## src/rtl/assign_chain_pkg.sv

```systemverilog
// assign_chain_pkg -- shared types and arithmetic for the assign_chain datapath.
//   mode_t     : active evaluation mode (pipelined shift chain or collapsed).
//   CHAIN_MAXW : widest operand chain_add supports (WIDTH must not exceed it).
//   chain_add  : one chain add at a runtime-given width. It wraps modulo 2^w,
//                or saturates at 2^w-1 when ASSIGN_CHAIN_SAT_EN is defined.
package assign_chain_pkg;

  typedef enum logic {
    MODE_PIPE     = 1'b0,
    MODE_COLLAPSE = 1'b1
  } mode_t;

  localparam int unsigned CHAIN_MAXW = 32;

  function automatic logic [CHAIN_MAXW-1:0] chain_add(
    input logic [CHAIN_MAXW-1:0] x,
    input logic [CHAIN_MAXW-1:0] y,
    input int unsigned           w
  );
    logic [CHAIN_MAXW:0] sum;
    logic [CHAIN_MAXW:0] lim;
    lim = ((CHAIN_MAXW+1)'(1) << w) - (CHAIN_MAXW+1)'(1);
    sum = {1'b0, x} + {1'b0, y};
`ifdef ASSIGN_CHAIN_SAT_EN
    if (sum > lim) sum = lim;
`endif
    sum = sum & lim;
    return sum[CHAIN_MAXW-1:0];
  endfunction

endpackage

```

## src/rtl/assign_chain_stage.sv

```systemverilog
// assign_chain_stage -- one register stage of the accumulate chain.
//   i_clk, i_rst      : clock, asynchronous active-high reset
//   i_en              : global advance; the stage loads only when it is high
//   i_valid           : incoming valid (a 0 loads a bubble)
//   i_s, i_a, i_d     : partial sum, first-stage sum, increment to capture
//   o_valid, o_s, o_a, o_d : registered copies
// The data registers load only with a valid transaction, so a bubble leaves
// the previous result visible on the outputs.
module assign_chain_stage
  import assign_chain_pkg::*;
#(
  parameter int unsigned WIDTH = 4
) (
  input  logic             i_clk,
  input  logic             i_rst,
  input  logic             i_en,
  input  logic             i_valid,
  input  logic [WIDTH-1:0] i_s,
  input  logic [WIDTH-1:0] i_a,
  input  logic [WIDTH-1:0] i_d,
  output logic             o_valid,
  output logic [WIDTH-1:0] o_s,
  output logic [WIDTH-1:0] o_a,
  output logic [WIDTH-1:0] o_d
);

  logic             r_valid;
  logic [WIDTH-1:0] r_s;
  logic [WIDTH-1:0] r_a;
  logic [WIDTH-1:0] r_d;

  always_ff @(posedge i_clk or posedge i_rst) begin
    if (i_rst) begin
      r_valid <= 1'b0;
      r_s     <= '0;
      r_a     <= '0;
      r_d     <= '0;
    end else if (i_en) begin
      r_valid <= i_valid;
      if (i_valid) begin
        r_s <= i_s;
        r_a <= i_a;
        r_d <= i_d;
      end
    end
  end

  assign o_valid = r_valid;
  assign o_s     = r_s;
  assign o_a     = r_a;
  assign o_d     = r_d;

endmodule

```

## src/rtl/assign_chain.sv

```systemverilog
// assign_chain -- accumulate-chain pipeline producing a = b + d and
// c = b + DEPTH*d per accepted operand pair, with valid/ready flow control.
//   WIDTH (<= CHAIN_MAXW), DEPTH (>= 2)
//   i_clk, i_rst               : clock, asynchronous active-high reset
//   i_in_valid / o_in_ready    : operand handshake (o_in_ready = advance)
//   i_b, i_d                   : base and increment operands
//   i_collapse                 : mode request, latched only while idle
//   o_out_valid / i_out_ready  : result handshake
//   o_a, o_c                   : b + d and b + DEPTH*d of presented result
//   o_busy                     : some stage holds a valid transaction
// Build option: ASSIGN_CHAIN_SAT_EN selects saturating adds instead of wrap.
module assign_chain
  import assign_chain_pkg::*;
#(
  parameter int unsigned WIDTH = 4,
  parameter int unsigned DEPTH = 2
) (
  input  logic             i_clk,
  input  logic             i_rst,
  input  logic             i_in_valid,
  output logic             o_in_ready,
  input  logic [WIDTH-1:0] i_b,
  input  logic [WIDTH-1:0] i_d,
  input  logic             i_collapse,
  output logic             o_out_valid,
  input  logic             i_out_ready,
  output logic [WIDTH-1:0] o_a,
  output logic [WIDTH-1:0] o_c,
  output logic             o_busy
);

  function automatic logic [WIDTH-1:0] add_w(input logic [WIDTH-1:0] x,
                                             input logic [WIDTH-1:0] y);
    logic [CHAIN_MAXW-1:0] t;
    t = chain_add(CHAIN_MAXW'(x), CHAIN_MAXW'(y), WIDTH);
    return t[WIDTH-1:0];
  endfunction

  mode_t            r_mode;
  logic             w_adv;
  logic             w_accept;
  logic [DEPTH-1:0] w_v;
  logic [DEPTH-1:0] w_vin;
  logic [WIDTH-1:0] w_s   [DEPTH];
  logic [WIDTH-1:0] w_a   [DEPTH];
  logic [WIDTH-1:0] w_d   [DEPTH];
  logic [WIDTH-1:0] w_sin [DEPTH];
  logic [WIDTH-1:0] w_ain [DEPTH];
  logic [WIDTH-1:0] w_din [DEPTH];
  logic [WIDTH-1:0] w_sum1;
  logic [WIDTH-1:0] w_chain;
  logic             w_unused_d;

  assign w_adv       = !o_out_valid || i_out_ready;
  assign w_accept    = i_in_valid && w_adv;
  assign o_in_ready  = w_adv;
  assign o_out_valid = w_v[DEPTH-1];
  assign o_a         = w_a[DEPTH-1];
  assign o_c         = w_s[DEPTH-1];
  assign o_busy      = |w_v;
  assign w_unused_d  = ^w_d[DEPTH-1];

  // Collapsed evaluation: DEPTH combinational adds feeding the last stage.
  always_comb begin
    w_sum1  = add_w(i_b, i_d);
    w_chain = w_sum1;
    for (int unsigned k = 1; k < DEPTH; k++) begin
      w_chain = add_w(w_chain, i_d);
    end
  end

  // Mode can only change while the chain is empty, so the pipelined and
  // collapsed paths never hold live transactions at the same time.
  always_ff @(posedge i_clk or posedge i_rst) begin
    if (i_rst) begin
      r_mode <= MODE_PIPE;
    end else if (!o_busy && !w_accept) begin
      r_mode <= i_collapse ? MODE_COLLAPSE : MODE_PIPE;
    end
  end

  for (genvar k = 0; k < DEPTH; k++) begin : g_stage
    if (k == 0) begin : g_first
      assign w_vin[k] = w_accept && (r_mode == MODE_PIPE);
      assign w_sin[k] = w_sum1;
      assign w_ain[k] = w_sum1;
      assign w_din[k] = i_d;
    end else if (k == DEPTH - 1) begin : g_last
      // The last stage doubles as the single collapsed-mode register.
      assign w_vin[k] = (r_mode == MODE_COLLAPSE) ? w_accept : w_v[k-1];
      assign w_sin[k] = (r_mode == MODE_COLLAPSE) ? w_chain : add_w(w_s[k-1], w_d[k-1]);
      assign w_ain[k] = (r_mode == MODE_COLLAPSE) ? w_sum1  : w_a[k-1];
      assign w_din[k] = (r_mode == MODE_COLLAPSE) ? i_d     : w_d[k-1];
    end else begin : g_mid
      assign w_vin[k] = w_v[k-1];
      assign w_sin[k] = add_w(w_s[k-1], w_d[k-1]);
      assign w_ain[k] = w_a[k-1];
      assign w_din[k] = w_d[k-1];
    end

    assign_chain_stage #(.WIDTH(WIDTH)) u_stage (
      .i_clk   (i_clk),
      .i_rst   (i_rst),
      .i_en    (w_adv),
      .i_valid (w_vin[k]),
      .i_s     (w_sin[k]),
      .i_a     (w_ain[k]),
      .i_d     (w_din[k]),
      .o_valid (w_v[k]),
      .o_s     (w_s[k]),
      .o_a     (w_a[k]),
      .o_d     (w_d[k])
    );
  end

endmodule

```

## config.mk

```make
export PLATFORM = sky130hd
export DESIGN_NAME = assign_chain
export DESIGN_NICKNAME = d
export VERILOG_FILES = /design/src/rtl/assign_chain_pkg.sv /design/src/rtl/assign_chain_stage.sv /design/src/rtl/assign_chain.sv
export SDC_FILE = /design/constraint.sdc
export NUM_CORES = 1
export LEC_CHECK = 0
export ABC_AREA = 1
export BUFFER_PORTS_ARGS = -buffer_cell sky130_fd_sc_hd__buf_2
export CORE_MARGIN = 10
export CORE_UTILIZATION = 48
export DETAILED_ROUTE_END_ITERATION = 7
export PLACE_DENSITY = 0.74
export SETUP_SLACK_MARGIN = 0.3
export SLEW_MARGIN = 10
export SYNTH_ARGS = -nofsm -noshare
export SYNTH_HDL_FRONTEND = slang
export SYNTH_SLANG_ARGS = --single-unit
```

## constraint.sdc

```tcl
create_clock -name i_clk -period 1.3 [get_ports i_clk]
set_input_delay 0.065 -clock i_clk [delete_from_list [all_inputs] [get_ports i_clk]]
set_output_delay 0.065 -clock i_clk [all_outputs]
set_load 0.005 [all_outputs]
```

==> metrics.md, run 1 <==
| Metric | Value |
|---|---|
| Status | finished, violations left |
| Failing checks | negative setup slack |
| Final worst slack | -0.165 ns |
| Area Growth Syn to Fin | 58.7% |
| Fillers | 128 |
| Worst R2R Path Depth | 6 |
| Antenna violations before repair | 0 |
| Seq/Total Area, Yosys | 0.402 |
| Max-cap viol count | 0 |
| Worst Hold Path Cells | 4 |
| Worst min-delay path category | primary input to register |
| Netlist cell types | 22 |
| Latest clock arrival within the worst-skew pair | 0.31 ns |
| Ant. Diodes | 0 |
| Clk_skew | 0.00546 ns |
| FF+latch count, synth | 19 |
| Max IR drop VDD | 1.76 mV |
| Vias in the first global route | 1212 |
| Post-Route Utilization | 0.825 |
| Final hold viol count | 0 |
| Routed wire length | 3730 um |
| Vias | 1173 |
| Global-route wire length before repair | 5640 um |
| Detailed Route Iter0 Violations | 44 |
| Seq. cell area | 475 sq um |
| Mean number of vias per cell | 5.24 |
| WP data arrival | 1.67 ns |
| Die Span X | 69.6 um |
| Clock transition at path regs | 0.12 ns |
| Syn. warnings | 0 |
| TritonCTS Buffers | 3 |
| Synth Instances | 143 |
| Synth area leader | dfrtp_1 |
| Pin count of the biggest net entering global routing | 20 |
| Share of the synthesized area in the top cell type | 0.402 |
| Slew @ Worst Pin | 0.310 ns |
| Post-Synthesis Cell Area | 1180 sq um |
| GRT Overall Usage | 0.141 |
| Count of input and output buffers | 23 |
| Syn nets | 167 |
| Worst EP required | 1.50 ns |
| Setup violations, final | 3 |
| Internal reg-to-reg setup slack | -0.13 ns |
| DPL Wire Length | 2200 um |
| Reg2reg end | g_stage[1].u_stage.o_s[1]$_DFFE_PP0P_ |
| CP max FO | 2 |
| CTS H-tree lvls | 1 |
| Fin nets | 221 |
| FF-to-FF Start | g_stage[0].u_stage.o_a[0]$_DFFE_PP0P_ |
| FMAX | 683 MHz |
| Final period utilization | 1.13 |
| Core area | 2280 sq um |
| Remaining DRCs | 0 |
| Worst setup EP type | register |
| CP startpoint kind | primary input |
| Rel. slew slack | 0.791 |
| Hold EP | g_stage[0].u_stage.o_d[2]$_DFFE_PP0P_ |
| Placer Congestion | 0.840 |
| RSZ-0062 raised after global routing | true |
| Die height | 69.6 um |
| Die area | 4850 sq um |
| Max-slew violations | 0 |
| Leak Pwr | 0.921 nW |
| Max clock buf depth | 2 |
| GRT Residual Overflow | 0 |
| CTS sink count | 19 |
| Tmin final | 1.47 ns |
| # IOs | 24 |
| Post-DR wirelength/cell | 16.6 um |
| Fin cells | 224 |
| Initial DRT Pass Iterations | 4 |
| Initial Util | 0.520 |
| Clock root buffer | clkbuf_4 |
| Cell area power density | 2260 nW/um^2 |
| Antenna Violating Nets Remaining | 0 |
| Layout cells sized above 1 | 0.505 |
| Ranking of synthesized cells by area | dfrtp_1 40%, nand2_1 13%, ha_1 9.5%, inv_1 5.4%, o21ai_0 4.7% |
| Mapped Avg Cell Area | 8.27 sq um |
| Hold Startpoint | i_d[2] |
| Crit Path Class | primary input to register |
| CTS tree | yes |
| Area occupied by multi-input gates | 823 sq um |
| Row count | 17 |
| Post-placement cell count | 205 |
[how the worst max path moves through the flow]
stage / from / endpoint / slack, ns
6_report: i_d[0] / g_stage[1].u_stage.o_s[2]$_DFFE_PP0P_ / -0.17
3_3_place_gp: i_b[0] / g_stage[1].u_stage.o_s[3]$_DFFE_PP0P_ / -0.49
5_1_grt: i_d[0] / g_stage[1].u_stage.o_s[2]$_DFFE_PP0P_ / -0.25
3_5_place_dp: i_b[0] / g_stage[1].u_stage.o_s[3]$_DFFE_PP0P_ / -0.59
2_1_floorplan: i_b[0] / g_stage[1].u_stage.o_s[3]$_DFFE_PP0P_ / -0.29
4_1_cts: g_stage[0].u_stage.o_a[0]$_DFFE_PP0P_ / g_stage[1].u_stage.o_s[1]$_DFFE_PP0P_ / -0.11
[cells in the mapped netlist]
| cell | instances |
|---|---|
| o211ai_4 | 1 |
| or2_0 | 2 |
| inv_4 | 1 |
| dfrtp_1 | 19 |
| nor2_1 | 1 |
| clkinv_1 | 1 |
| inv_1 | 17 |
| ha_1 | 9 |
| xnor2_1 | 2 |
| buf_2 | 1 |
| nand2_1 | 41 |
| o21a_1 | 1 |
| fa_1 | 2 |
| buf_6 | 2 |
| o21ai_0 | 11 |
| inv_2 | 1 |
| nand3_1 | 10 |
| o21ai_1 | 7 |
| a21oi_1 | 7 |
| xor2_1 | 4 |
| o211ai_1 | 1 |
| buf_4 | 2 |
[kinds of logic (layout without fill, tap and decap cells)]
| group | count (synthesis) | in the layout | synth area share |
|---|---|---|---|
| and+or+nand+nor | 54 | 55 | 0.186 |
| AOI/OAI and AO/OA | 28 | 28 | 0.137 |
| buffers and inverters | 25 | 77 | 0.102 |
| DFF | 19 | 19 | 0.402 |
| adders and majority gates | 11 | 11 | 0.129 |
| xor gates and xnor gates | 6 | 6 | 0.0444 |
[worst max-delay path, stage by stage]
cell and delay, ns:
buf_6 0.10, ha_4 0.15, fa_2 0.57, ha_4 0.22, a21oi_4 0.16, xor2_2 0.16, nand2_1 0.08, o211ai_1 0.08
nand2_1 0.08
[flip-flops by register name (all words and copies together), names as in the netlist]
name and count:
g_stage.u_stage.o_d 4, g_stage.u_stage.o_valid 2, g_stage.u_stage.o_s 4, g_stage.u_stage.o_a 8
r_mode 1
[routing by layer]
layer	track usage	part of all wire	vias to the layer above
li1	-	-	564
met1	0.152	0.38	562
met2	0.253	0.55	41
met3	0.0257	0.050	6
met4	0.0717	0.023	0
met5	0	0	-
[cell usage in the layout, fill, tap and decap left out, types with 2 or more instances in the layout]
master / count
fa_2: 2
nand2_2: 8
a21oi_2: 3
dlygate4sd3_1: 3
a21oi_1: 3
clkbuf_4: 3
o21ai_2: 10
ha_1: 3
nand3_4: 2
buf_2: 19
xnor2_1: 2
o21ai_1: 5
buf_6: 11
nand2_1: 31
dfrtp_1: 19
inv_1: 13
inv_2: 3
ha_4: 5
nand3_1: 8
xor2_2: 2
buf_4: 18
nand2_4: 2
o21ai_0: 3
inv_4: 2
[metrics by stage]
stage	setup slack, ns	setup TNS [ns]	hold slack [ns]	instance area (sq um)	power [mW]
after detailed placement	-0.586	-1.65	0.102	1480	2.94
after global routing	-0.248	-0.701	0.113	1880	4.55
final	-0.165	-0.439	0.0940	1880	4.25
after CTS	-0.109	-0.300	0.0836	1730	3.77
after floorplan	-0.294	-0.551	0.0161	1250	2.32
after global placement	-0.489	-1.22	0.0936	1480	2.85
[area by class of cell]
type / count / share of cell area
tap: 28 / 0.0187
multi-input combinational: 100 / 0.439
sequential: 19 / 0.253
clock buffer: 4 / 0.0140
inverter: 20 / 0.0453
timing repair buffer: 53 / 0.230
[power breakdown]
group	switching (mW)	internal [mW]	total (mW)
clock	0.198	0.120	0.318
sequential	0.211	0.885	1.10
combinational	1.42	1.42	2.84
total	1.83	2.42	4.25
[timing repair]
item	in CTS	in global routing
gates resized for setup	28	28
cloned	2	0
setup buffers	6	4
pin swaps	11	7
endpoints found under the setup margin	20	20
endpoints found under the hold margin	21	0
hold buffers	3	0
No activity file was read; power rests on OpenSTA's default activity.
==> run 2, diff against run 1 <==
--- a/config.mk
+++ b/config.mk
@@ -6,7 +6,7 @@
 export NUM_CORES = 1
 export LEC_CHECK = 0
 export ABC_AREA = 1
-export BUFFER_PORTS_ARGS = -buffer_cell sky130_fd_sc_hd__buf_2
+export BUFFER_PORTS_ARGS = -buffer_cell sky130_fd_sc_hd__clkbuf_2
 export CORE_MARGIN = 10
 export CORE_UTILIZATION = 48
 export DETAILED_ROUTE_END_ITERATION = 7
==> run 2 against run 1 <==
Effect of this change: the flow still finishes with violations (negative setup slack); clock-buffer cell count is 1 lower; design area is 8.3% lower; flip-flop and latch count stayed put; non-clock buffer count is 8 lower; register-to-register slack hardly changed; clock power is 3% lower; first-iteration DRC count is 18% higher; wire length is 15% lower; largest power group unchanged.
==> metrics.md, run 2 (same netlist as run 1, synthesis figures left out) <==
| Metric | Value |
|---|---|
| Clock root buffer | clkbuf_4 |
| Worst setup EP type | register |
| Clock transition at path regs | 0.12 ns |
| Slew @ Worst Pin | 0.291 ns |
| CP max stage delay | 0.51 ns |
| FF-to-FF Start | g_stage[0].u_stage.o_d[0]$_DFFE_PP0P_ |
| Global-route wire length before repair | 4910 um |
| Die height | 69.6 um |
| Count of input and output buffers | 23 |
| GRT Overall Usage | 0.118 |
| Leak Pwr | 0.877 nW |
| Vias in the first global route | 1125 |
| Post-Route Utilization | 0.756 |
| DPL Wire Length | 2150 um |
| Setup violations, final | 3 |
| Antenna Violating Nets Remaining | 0 |
| CTS tree | yes |
| Most frequent cells in the layout | 35 x nand2_1, 19 x dfrtp_1, 19 x clkbuf_2 |
| Fin nets | 213 |
| Max clock buf depth | 2 |
| GRT Residual Overflow | 0 |
| Vias | 1107 |
| Worst setup path startpoint | g_stage[0].u_stage.o_d[0]$_DFFE_PP0P_ |
| Hold Startpoint | i_d[2] |
| Antenna violations before repair | 0 |
| Mean number of vias per cell | 5.13 |
| Area Growth Syn to Fin | 45.6% |
| Layout cells sized above 1 | 0.426 |
| Final period utilization | 1.10 |
| Critical path cell sequence | ha_2 -> inv_2 -> fa_2 -> nand2_1 -> o21ai_1 -> o21ai_1 |
| Commonest non-fill, non-tap cell in the layout | nand2_1 |
| Initial Util | 0.520 |
| Worst Path Buf+Inv | 1 |
| Row count | 17 |
| CP max FO | 2 |
| Status | finished, violations left |
| Max-slew violations | 0 |
| Rel. slew slack | 0.804 |
| Detailed Route Iter0 Violations | 52 |
| # IOs | 24 |
| Latest clock arrival within the worst-skew pair | 0.30 ns |
| Ant. Diodes | 0 |
| Post-DR wirelength/cell | 14.6 um |
| Tmin final | 1.42 ns |
| Initial DRT Pass Iterations | 4 |
| Largest register FFs | 8 |
| Most frequent CP cell | o21ai_1 |
| Max-cap viol count | 0 |
| Cell area power density | 2200 nW/um^2 |
| Worst path top cell family by delay | adder cells |
| Failing checks | negative setup slack |
| WP data arrival | 1.62 ns |
| Die area | 4850 sq um |
| Remaining DRCs | 0 |
| Crit Path Class | register to register |
| Final hold viol count | 0 |
| TritonCTS Buffers | 3 |
| Critical-path top delay cell | fa_2 |
| Core area | 2280 sq um |
| Routed wire length | 3160 um |
| Die Span X | 69.6 um |
| Clk_skew | 0.00269 ns |
| Worst EP required | 1.50 ns |
| Setup WS pre-CTS | -0.538 ns |
| CTS sink count | 19 |
| FMAX | 702 MHz |
| Placer Congestion | 0.866 |
| Pin count of the biggest net entering global routing | 20 |
| RSZ-0062 raised after global routing | true |
| Max IR drop VDD | 1.34 mV |
| Worst min-delay path category | primary input to register |
| Final worst slack | -0.124 ns |
| CP startpoint kind | register |
| CTS H-tree lvls | 1 |
==> run 2: cell count changes in the layout (fill, tap and decap cells not counted), moves of 2 or more <==
| cell | change |
|---|---|
| buf_2 | -19 |
| buf_4 | -3 |
| buf_6 | -7 |
| clkbuf_2 | +19 |
| clkbuf_8 | +2 |
| nand2_1 | +4 |
| nand2_2 | -4 |
| o21ai_1 | +4 |
| o21ai_2 | -5 |
| xor2_1 | +2 |
==> run 2: through the flow <==
| stage | total power [mW] | cells | hold WS (ns) | setup TNS (ns) | area, sq um |
|---|---|---|---|---|---|
| final | 3.79 | 216 | 0.105 | -0.356 | 1720 |
| after global routing | 4.11 | 216 | 0.145 | -0.575 | 1720 |
| after CTS | 3.32 | 212 | 0.107 | -0.332 | 1590 |
| after detailed placement | 2.93 | 204 | 0.0829 | -1.38 | 1470 |
| after global placement | 2.84 | 204 | 0.0755 | -1.09 | 1470 |
| after floorplan | 2.32 | 143 | 0.0161 | -0.551 | 1250 |
==> run 2: repair_timing <==
item | CTS | global route
gates resized for setup | 12 | 23
hold buffers | 3 | 0
pin swaps | 14 | 5
endpoints found under the setup margin | 20 | 20
setup buffers | 1 | 2
cloned | 0 | 2
endpoints found under the hold margin | 21 | 0
==> run 2: worst paths after layout <==
path,to,slack (ns),cells after the start
worst max-delay path,g_stage[1].u_stage.o_s[1]$_DFFE_PP0P_,-0.12,6
worst min-delay path,g_stage[0].u_stage.o_d[2]$_DFFE_PP0P_,0.11,4
worst max register to register,g_stage[1].u_stage.o_s[1]$_DFFE_PP0P_,-0.12,6
worst min register to register,g_stage[1].u_stage.o_a[3]$_DFFE_PP0P_,0.50,2
max in group asynchronous,g_stage[1].u_stage.o_s[2]$_DFFE_PP0P_,0.80,4
min in group asynchronous,g_stage[0].u_stage.o_a[1]$_DFFE_PP0P_,0.30,4
==> run 2: where the power goes <==
part           internal (mW)  leakage (nW)  switching [mW]
clock network          0.115        0.0177           0.195
logic                   1.16         0.628            1.24
registers              0.885         0.231           0.197
==> run 2: per-layer routing <==
metal,vias up,global-route usage,part of all wire
li1,545,-,-
met1,529,0.132,0.41
met2,29,0.210,0.53
met3,4,0.0200,0.041
met4,0,0.0543,0.015
met5,-,0,0
==> run 2: tightest hold or removal path, stage by stage <==
cell and delay, ns:
clkbuf_2 0.09, buf_4 0.12, nand2_2 0.05, nand2_1 0.05
==> run 2: cell type report <==
| class | instances | area [sq um] |
|---|---|---|
| Clock inverter | 1 | 5.00 |
| Multi-Input combinational cell | 100 | 741 |
| Sequential cell | 19 | 475 |
| Tap cell | 28 | 35.0 |
| Fill cell | 146 | 554 |
| Clock buffer | 3 | 22.5 |
| Inverter | 20 | 87.6 |
| Timing Repair Buffer | 45 | 355 |
